`config.mk`:
```
export PLATFORM = sky130hd
export DESIGN_NAME = led_flow_sched
export DESIGN_NICKNAME = d
export VERILOG_FILES = /design/src/rtl/led_flow_sched.sv
export SDC_FILE = /design/constraint.sdc
export NUM_CORES = 1
export LEC_CHECK = 0
export CAP_MARGIN = 20
export CORE_MARGIN = 1.5
export CORE_UTILIZATION = 50
export CTS_CLUSTER_SIZE = 12
export DETAILED_ROUTE_END_ITERATION = 6
export PLACE_DENSITY = 0.73
export SYNTH_ARGS = -nofsm -noshare
export SYNTH_HDL_FRONTEND = slang
export SYNTH_SLANG_ARGS = --single-unit
```
`constraint.sdc`:
```
create_clock -name clk_out -period 2.5 [get_ports clk_out]
set_clock_uncertainty 0.05 [all_clocks]
set_input_delay 0.375 -clock clk_out [delete_from_list [all_inputs] [get_ports clk_out]]
set_output_delay 0.375 -clock clk_out [all_outputs]
set_load 0.01 [all_outputs]
```
`src/rtl/led_flow_sched.sv`:
```
// led_flow_sched: running-light LED sequencer. It steps the pattern at a prescaled rate,
// picks the pattern style from mode, and freezes while the pause level is high.
`default_nettype none

module led_flow_sched #(
    parameter int LED_NUM  = 8,
    parameter int TICK_DIV = 25000000,
    parameter int CNT_W    = 25
) (
    input  logic               clk_out,
    input  logic               rst,
    input  logic               pause,
    input  logic [1:0]         mode,
    output logic [LED_NUM-1:0] led,
    output logic               step,
    output logic               paused
);

    typedef enum logic [1:0] {
        S_IDLE  = 2'd0,
        S_RUN   = 2'd1,
        S_PAUSE = 2'd2
    } state_t;

    localparam logic [CNT_W-1:0]   TERM = CNT_W'(TICK_DIV - 1);
    localparam logic [LED_NUM-1:0] ONE  = LED_NUM'(1);

    state_t             state_q, state_d;
    logic [CNT_W-1:0]   pre_q, pre_d;
    logic [LED_NUM-1:0] led_q, led_d, led_nxt;
    logic               dir_q, dir_d, dir_nxt;   // 0 = moving left, 1 = moving right
    logic               step_q, step_d;
    logic               paused_q;
    logic               adv, tick;

    always_comb begin
        state_d = state_q;
        case (state_q)
            S_IDLE:  state_d = S_RUN;
            S_RUN:   if (pause)  state_d = S_PAUSE;
            S_PAUSE: if (!pause) state_d = S_RUN;
            default: state_d = S_IDLE;
        endcase
    end

    // Pause is honoured in the very cycle it is sampled, even at terminal count.
    assign adv  = (state_q == S_RUN) && !pause;
    assign tick = adv && (pre_q == TERM);

    always_comb begin
        pre_d = pre_q;
        if (adv) begin
            pre_d = tick ? '0 : pre_q + CNT_W'(1);
        end
    end

    always_comb begin
        led_nxt = led_q;
        dir_nxt = dir_q;
        case (mode)
            2'd0: led_nxt = {led_q[LED_NUM-2:0], led_q[LED_NUM-1]};
            2'd1: led_nxt = {led_q[0], led_q[LED_NUM-1:1]};
            2'd2: begin
                if (!dir_q) begin
                    if (led_q[LED_NUM-1]) begin
                        dir_nxt = 1'b1;
                        led_nxt = led_q >> 1;
                    end else begin
                        led_nxt = led_q << 1;
                    end
                end else begin
                    if (led_q[0]) begin
                        dir_nxt = 1'b0;
                        led_nxt = led_q << 1;
                    end else begin
                        led_nxt = led_q >> 1;
                    end
                end
            end
            default: led_nxt = (&led_q) ? '0 : {led_q[LED_NUM-2:0], 1'b1};
        endcase
        // Fill mode empties the bank on purpose; every other mode must never go dark.
        if ((mode != 2'd3) && (led_q == '0)) begin
            led_nxt = ONE;
            dir_nxt = dir_q;
        end
    end

    always_comb begin
        led_d  = led_q;
        dir_d  = dir_q;
        step_d = tick;
        if (state_q == S_IDLE) begin
            led_d = ONE;
        end else if (tick) begin
            led_d = led_nxt;
            dir_d = dir_nxt;
        end
    end

    always_ff @(posedge clk_out or posedge rst) begin
        if (rst) begin
            state_q  <= S_IDLE;
            pre_q    <= '0;
            led_q    <= '0;
            dir_q    <= 1'b0;
            step_q   <= 1'b0;
            paused_q <= 1'b0;
        end else begin
            state_q  <= state_d;
            pre_q    <= pre_d;
            led_q    <= led_d;
            dir_q    <= dir_d;
            step_q   <= step_d;
            paused_q <= (state_d == S_PAUSE);
        end
    end

    assign led    = led_q;
    assign step   = step_q;
    assign paused = paused_q;

endmodule

`default_nettype wire

```
* Word-level counts from Yosys, hierarchy flattened
Cells that the tools add are included.
** Storage, ports and cells
- Register bits after elaboration :: 38
- Latch bits :: 0
- Bits in writable memories :: 0
- Bits in read-only memories :: 0
- Input port bits :: 5
- Output and inout port bits :: 10
- Logic and storage cells :: 41
- Memories kept :: 0
** Cells by class
- $add $sub $neg :: 1
- $mul :: 0
- Div/mod/pow operators :: 0
- Order comparisons :: 0
- Eq/ne operators :: 7
- Shifts and indexed selects :: 0
- Multiplexer cells :: 15
- Bitwise gates (word level) :: 2
- Reductions and logical operators :: 10
** Operator list (number)
- 8-bit 2-to-1 mux :: 7
- 25-bit by 1-bit adder with 25-bit output, second input constant :: 1
- 25-bit == test, second input constant :: 1
- 25-bit 2-to-1 mux :: 1
- 8-bit case mux with 3 select lines :: 1
- 8-bit zero test :: 1
- 8-bit AND reduction :: 1
- 2-bit == test, second input constant :: 3
- 2-bit case mux with 3 select lines :: 1
- 2-bit by 1-bit == test with 1-bit output, second input constant :: 2
- 2-bit zero test :: 2
- 2-bit 2-to-1 mux :: 2
- 4-bit AND reduction :: 1
- 1-bit logical AND :: 3
- 1-bit 2-to-1 mux :: 3
- 2-bit != test, second input constant :: 1
- 1-bit inverter :: 2
- 2-bit nonzero test :: 1
- 1-bit zero test :: 1

* Longest topological paths before layout
Gate-level depths: netlist of run 1.
- Depth in word-level cells :: 6
- Mapped depth :: 7

* Least setup slack after synthesis of run 1
Ideal clock, no wire load.
- Path kind :: register -> register
- From :: register pre_q[15]
- To :: register pre_q[13]
- Setup time :: 0.119 ns
- Arrival time :: 1.713 ns
- Data required time :: 2.331 ns
- Slack :: 0.618 ns
- Cell stages (with the launch flop) :: 7
- Path buffers :: 2
- Clock period less this slack :: 1.882 ns
- Path through :: dfrtp_1 or4b_4 nor3b_4 and4_1 buf_4 buf_4 nor2_1
** On the way
- Word-level cells in the longest chain between the ends :: 3
** RTL lines
- from (decl) :: RTL line 29 : logic [CNT_W-1:0] pre_q, pre_d;
- from (signal assigned) :: RTL line 111 : pre_q <= pre_d;
- 25-bit == test :: RTL line 48 : assign tick = adv && (pre_q == TERM);
- 1-bit logical AND :: RTL line 48
- 25-bit 2-to-1 mux :: RTL line 53 : pre_d = tick ? '0 : pre_q + CNT_W'(1);
No other way between the ends.
A chain may end at the register's enable or synchronous reset.

* Worst setup path after layout of run 1
- From :: register pre_q[15]
- To :: register pre_q[22]
** On the way
- Word-level cells in the longest chain between the ends :: 3
- Elaborated cells on any way between the ends :: 4
- Those cells by class :: 1 x add/sub; 1 x eq/ne; 1 x mux; 1 x reduce/logical
** RTL lines (RTL line)
- parallel branches: the longest is 2 deep, another holds 25-bit by 1-bit adder with 25-bit output
- 25-bit 2-to-1 mux (*) :: 53
Every way passes the cells marked *.

==> impl_results.md, run 1 <==
* Post-synth top area share at 43.3%
* Mapped Nets at 240
* Max H-tree Level at 2
* Setup Fix Bufs, Post-CTS at 0
* FP Rows at 23
* CTS tree: built
* Design Power at approximately 1.7 mW
* Hold Path Origin: pre_q[9]$_DFFE_PP0P_
* WL final at 4610 um
* Routed via count at roughly 1800
* P_leak at around 1.1 nW
* Reg2reg start: pre_q[15]$_DFFE_PP0P_
* Max Slew Vio Count at 0
* Netlist Area Pre-Place at approximately 2200 um2
* All-layer global routing usage at between 20% and 30%
* Number of diodes at 0
* Met1 GRT Util at 28.2%
* Fin cells at a little over 300
* Full die area at 4800 um2
* Vias per cell at about 6
* Initial core utilization at 53.4%
* RSZ-0062 raised after global routing: no
* Slew margin rel. at roughly two thirds
* GR peak layer: met2
* TritonCTS buffer count at 5
* Hold buffer count at CTS at 0
* Placed Instances at roughly 300
* CTS sink cnt at 38
* Clock transition at path regs at ~70 ps
* Die height at roughly 69 um
* Remaining Overflow, GRT at 0
* Post-CTS sizing at 0
* Synth area leaders: dfrtp_1 43%, xor2_1 4.8%, nor2_1 4.1%
* CTS Buffer Depth at 2
* Initial antenna violation count at 0
* Maximum VDD drop at approximately 0.47 mV
* Global-route wire length before repair at just over 8000 um
* Yosys warns at 0
* WP data required at roughly 2600 ps
* DRT iter0 DRCs at ~120
* Final Setup Violations at 0
* CP endpoint kind: register
* Vias in the first global route at roughly 1800
* Root Driver: clkbuf_8
* Final period util at 86.8%
* GR Util met2 at 33.9%
* ANT nets after route at 0
* Post-synth ARST share at 100%
* Setup_tns at 0 ps
* Largest net degree at the start of global routing at 39
* Final hold slack at 437 ps
* Worst-path fanout max at 7
* Fill count at 336
* Area Overhead vs Synth at 16.6%
* Core area at 4120 um2
* Final Hold Fails at 0
* Largest area contributor in the netlist: dfrtp_1
* Setup CP Type: register to register
* Worst-Skew Late Latency at 290 ps
* DRC viols at 0
* Outcome: completed
* Gp weighted congestion at approximately 0.89
* Port Buffers at 14
* Maximum achievable frequency at 461 MHz
* Number of synthesized flops with an enable pin at 0
* CP Launch Type: register
* Detail Placement HPWL at between 3000 and 4000 um
* Synthesized area per cell at ~9.4 um2
* Minimum clock period at about 2200 ps
* Post-synthesis sequential area ratio at between 40% and 50%
* I/O pins at 15
* Share of cells above drive strength 1 at between 10 and 15%
* Hold Crit Class: register to register
* Drt first pass iters at 4
* Met3 usage at 4.07%
* Nets at 259
* Ys flop type: dfrtp_1
* P per Cell Area at between 600 and 700 nW/um2
* Gate Count Post-Synth at 234
* WL per Instance at 15.2 um
* Max-cap viol count at 0
* Critical path origin: pre_q[15]$_DFFE_PP0P_
* Worst-margin pin slew at between 400 and 500 ps
* Chip Width at a little under 70 um
* #FFs+latches synth at 38
* Synth cell types at between 40 and 50
* CP arrival at roughly 2300 ps
[flip-flops by register name (all words and copies together) (netlist names)]
signal,flops
led,8
step,1
state_q,2
paused,1
dir_q,1
pre_q,25
[worst paths after layout]
path / end / slack (ps) / depth (start not counted)
worst max-delay path: pre_q[22]$_DFFE_PP0P_ / 330 / 5
worst max register to register: pre_q[22]$_DFFE_PP0P_ / 330 / 5
max in group asynchronous: pre_q[10]$_DFFE_PP0P_ / 1600 / 3
worst min-delay path: pre_q[9]$_DFFE_PP0P_ / 440 / 1
worst min register to register: pre_q[9]$_DFFE_PP0P_ / 440 / 1
min in group asynchronous: led[1]$_DFFE_PP0P_ / 460 / 3
[Yosys cell counts (all sizes together), types with 2 or more instances]
cell	count
xor2	12
nand2	16
xnor2	10
clkbuf	8
o21ai	11
or3	2
o22ai	2
nor2	25
and4	6
and3	2
o21a	4
or2	2
o31ai	3
nor4	4
nand3	17
mux2i	2
a31oi	6
a21oi	7
buf	6
dfrtp	38
and2	5
nand4	10
mux2	5
inv	7
nor3	6
a21o	3
[layout make-up]
cell class,instances,area [um2],area share [%]
multi-input cells,174,1150,44.8
flip-flops and latches,38,951,37.1
repair buffers,26,230,8.98
well taps,50,62.6,2.44
clock inverters,2,60.1,2.34
inverters,8,30.0,1.17
clock buffers,6,82.6,3.22
[worst max-delay path, cell delays in order, from the launching register on]
cell and delay, ps:
dfrtp_1 440, or4b_4 570, nor3b_4 270, and4_1 450
buf_4 220, nor2_1 50
[per-layer routing]
metal	vias to the layer above	part of all wire, %	wire length, um
met2	47	48	2210
met4	0	1.7	80
met5	-	0	0
met3	9	3.7	171
li1	880	-	-
met1	880	47	2150
[where the power goes]
part	switching (mW)	total, mW	internal [mW]
logic	0.162	0.281	0.119
registers	0.0669	0.741	0.675
clock network	0.226	0.651	0.426
[cells by family (layout without fill, tap and decap cells)]
group,after synthesis,after routing,share of synthesized area [%]
compound gates,43,43,13.7
xor+xnor,22,22,8.76
fa+ha+maj,1,1,0.569
buf+inv,22,42,4.55
flops,38,38,43.3
mux,7,7,3.47
simple gates,101,101,25.7
[layout by cell type (no fill, tap or decap), drive strengths merged, types with 3 or more instances in the layout]
cell type | Yosys | final
o21ai | 11 | 11
buf | 6 | 12
nor4 | 4 | 4
nand2 | 16 | 16
mux2 | 5 | 5
nor2 | 25 | 25
a21oi | 7 | 7
and4 | 6 | 6
o21a | 4 | 4
xnor2 | 10 | 10
nand3 | 17 | 17
clkbuf | 8 | 6
o31ai | 3 | 3
nand4 | 10 | 10
and2 | 5 | 5
nor3 | 6 | 6
clkdlybuf4s50 | 0 | 14
a31oi | 6 | 6
inv | 7 | 7
xor2 | 12 | 12
dfrtp | 38 | 38
a21o | 3 | 3
[metrics by stage]
step           utilization (%)  area (um2)  worst slack (ps)
6_report                  62.3        2560               329
5_1_grt                   62.3        2560               261
4_1_cts                   62.3        2560               368
3_5_place_dp              58.8        2420               248
3_3_place_gp              58.8        2420               279
2_1_floorplan                -        2200               618
(Power assumes the default switching activity.)
==> run 2: changes to the inputs <==
GPL_ROUTABILITY_DRIVEN = 0   (was not set)
==> results of run 2 <==
Same layout as run 1: the final DEF is identical, and so are final timing and power.
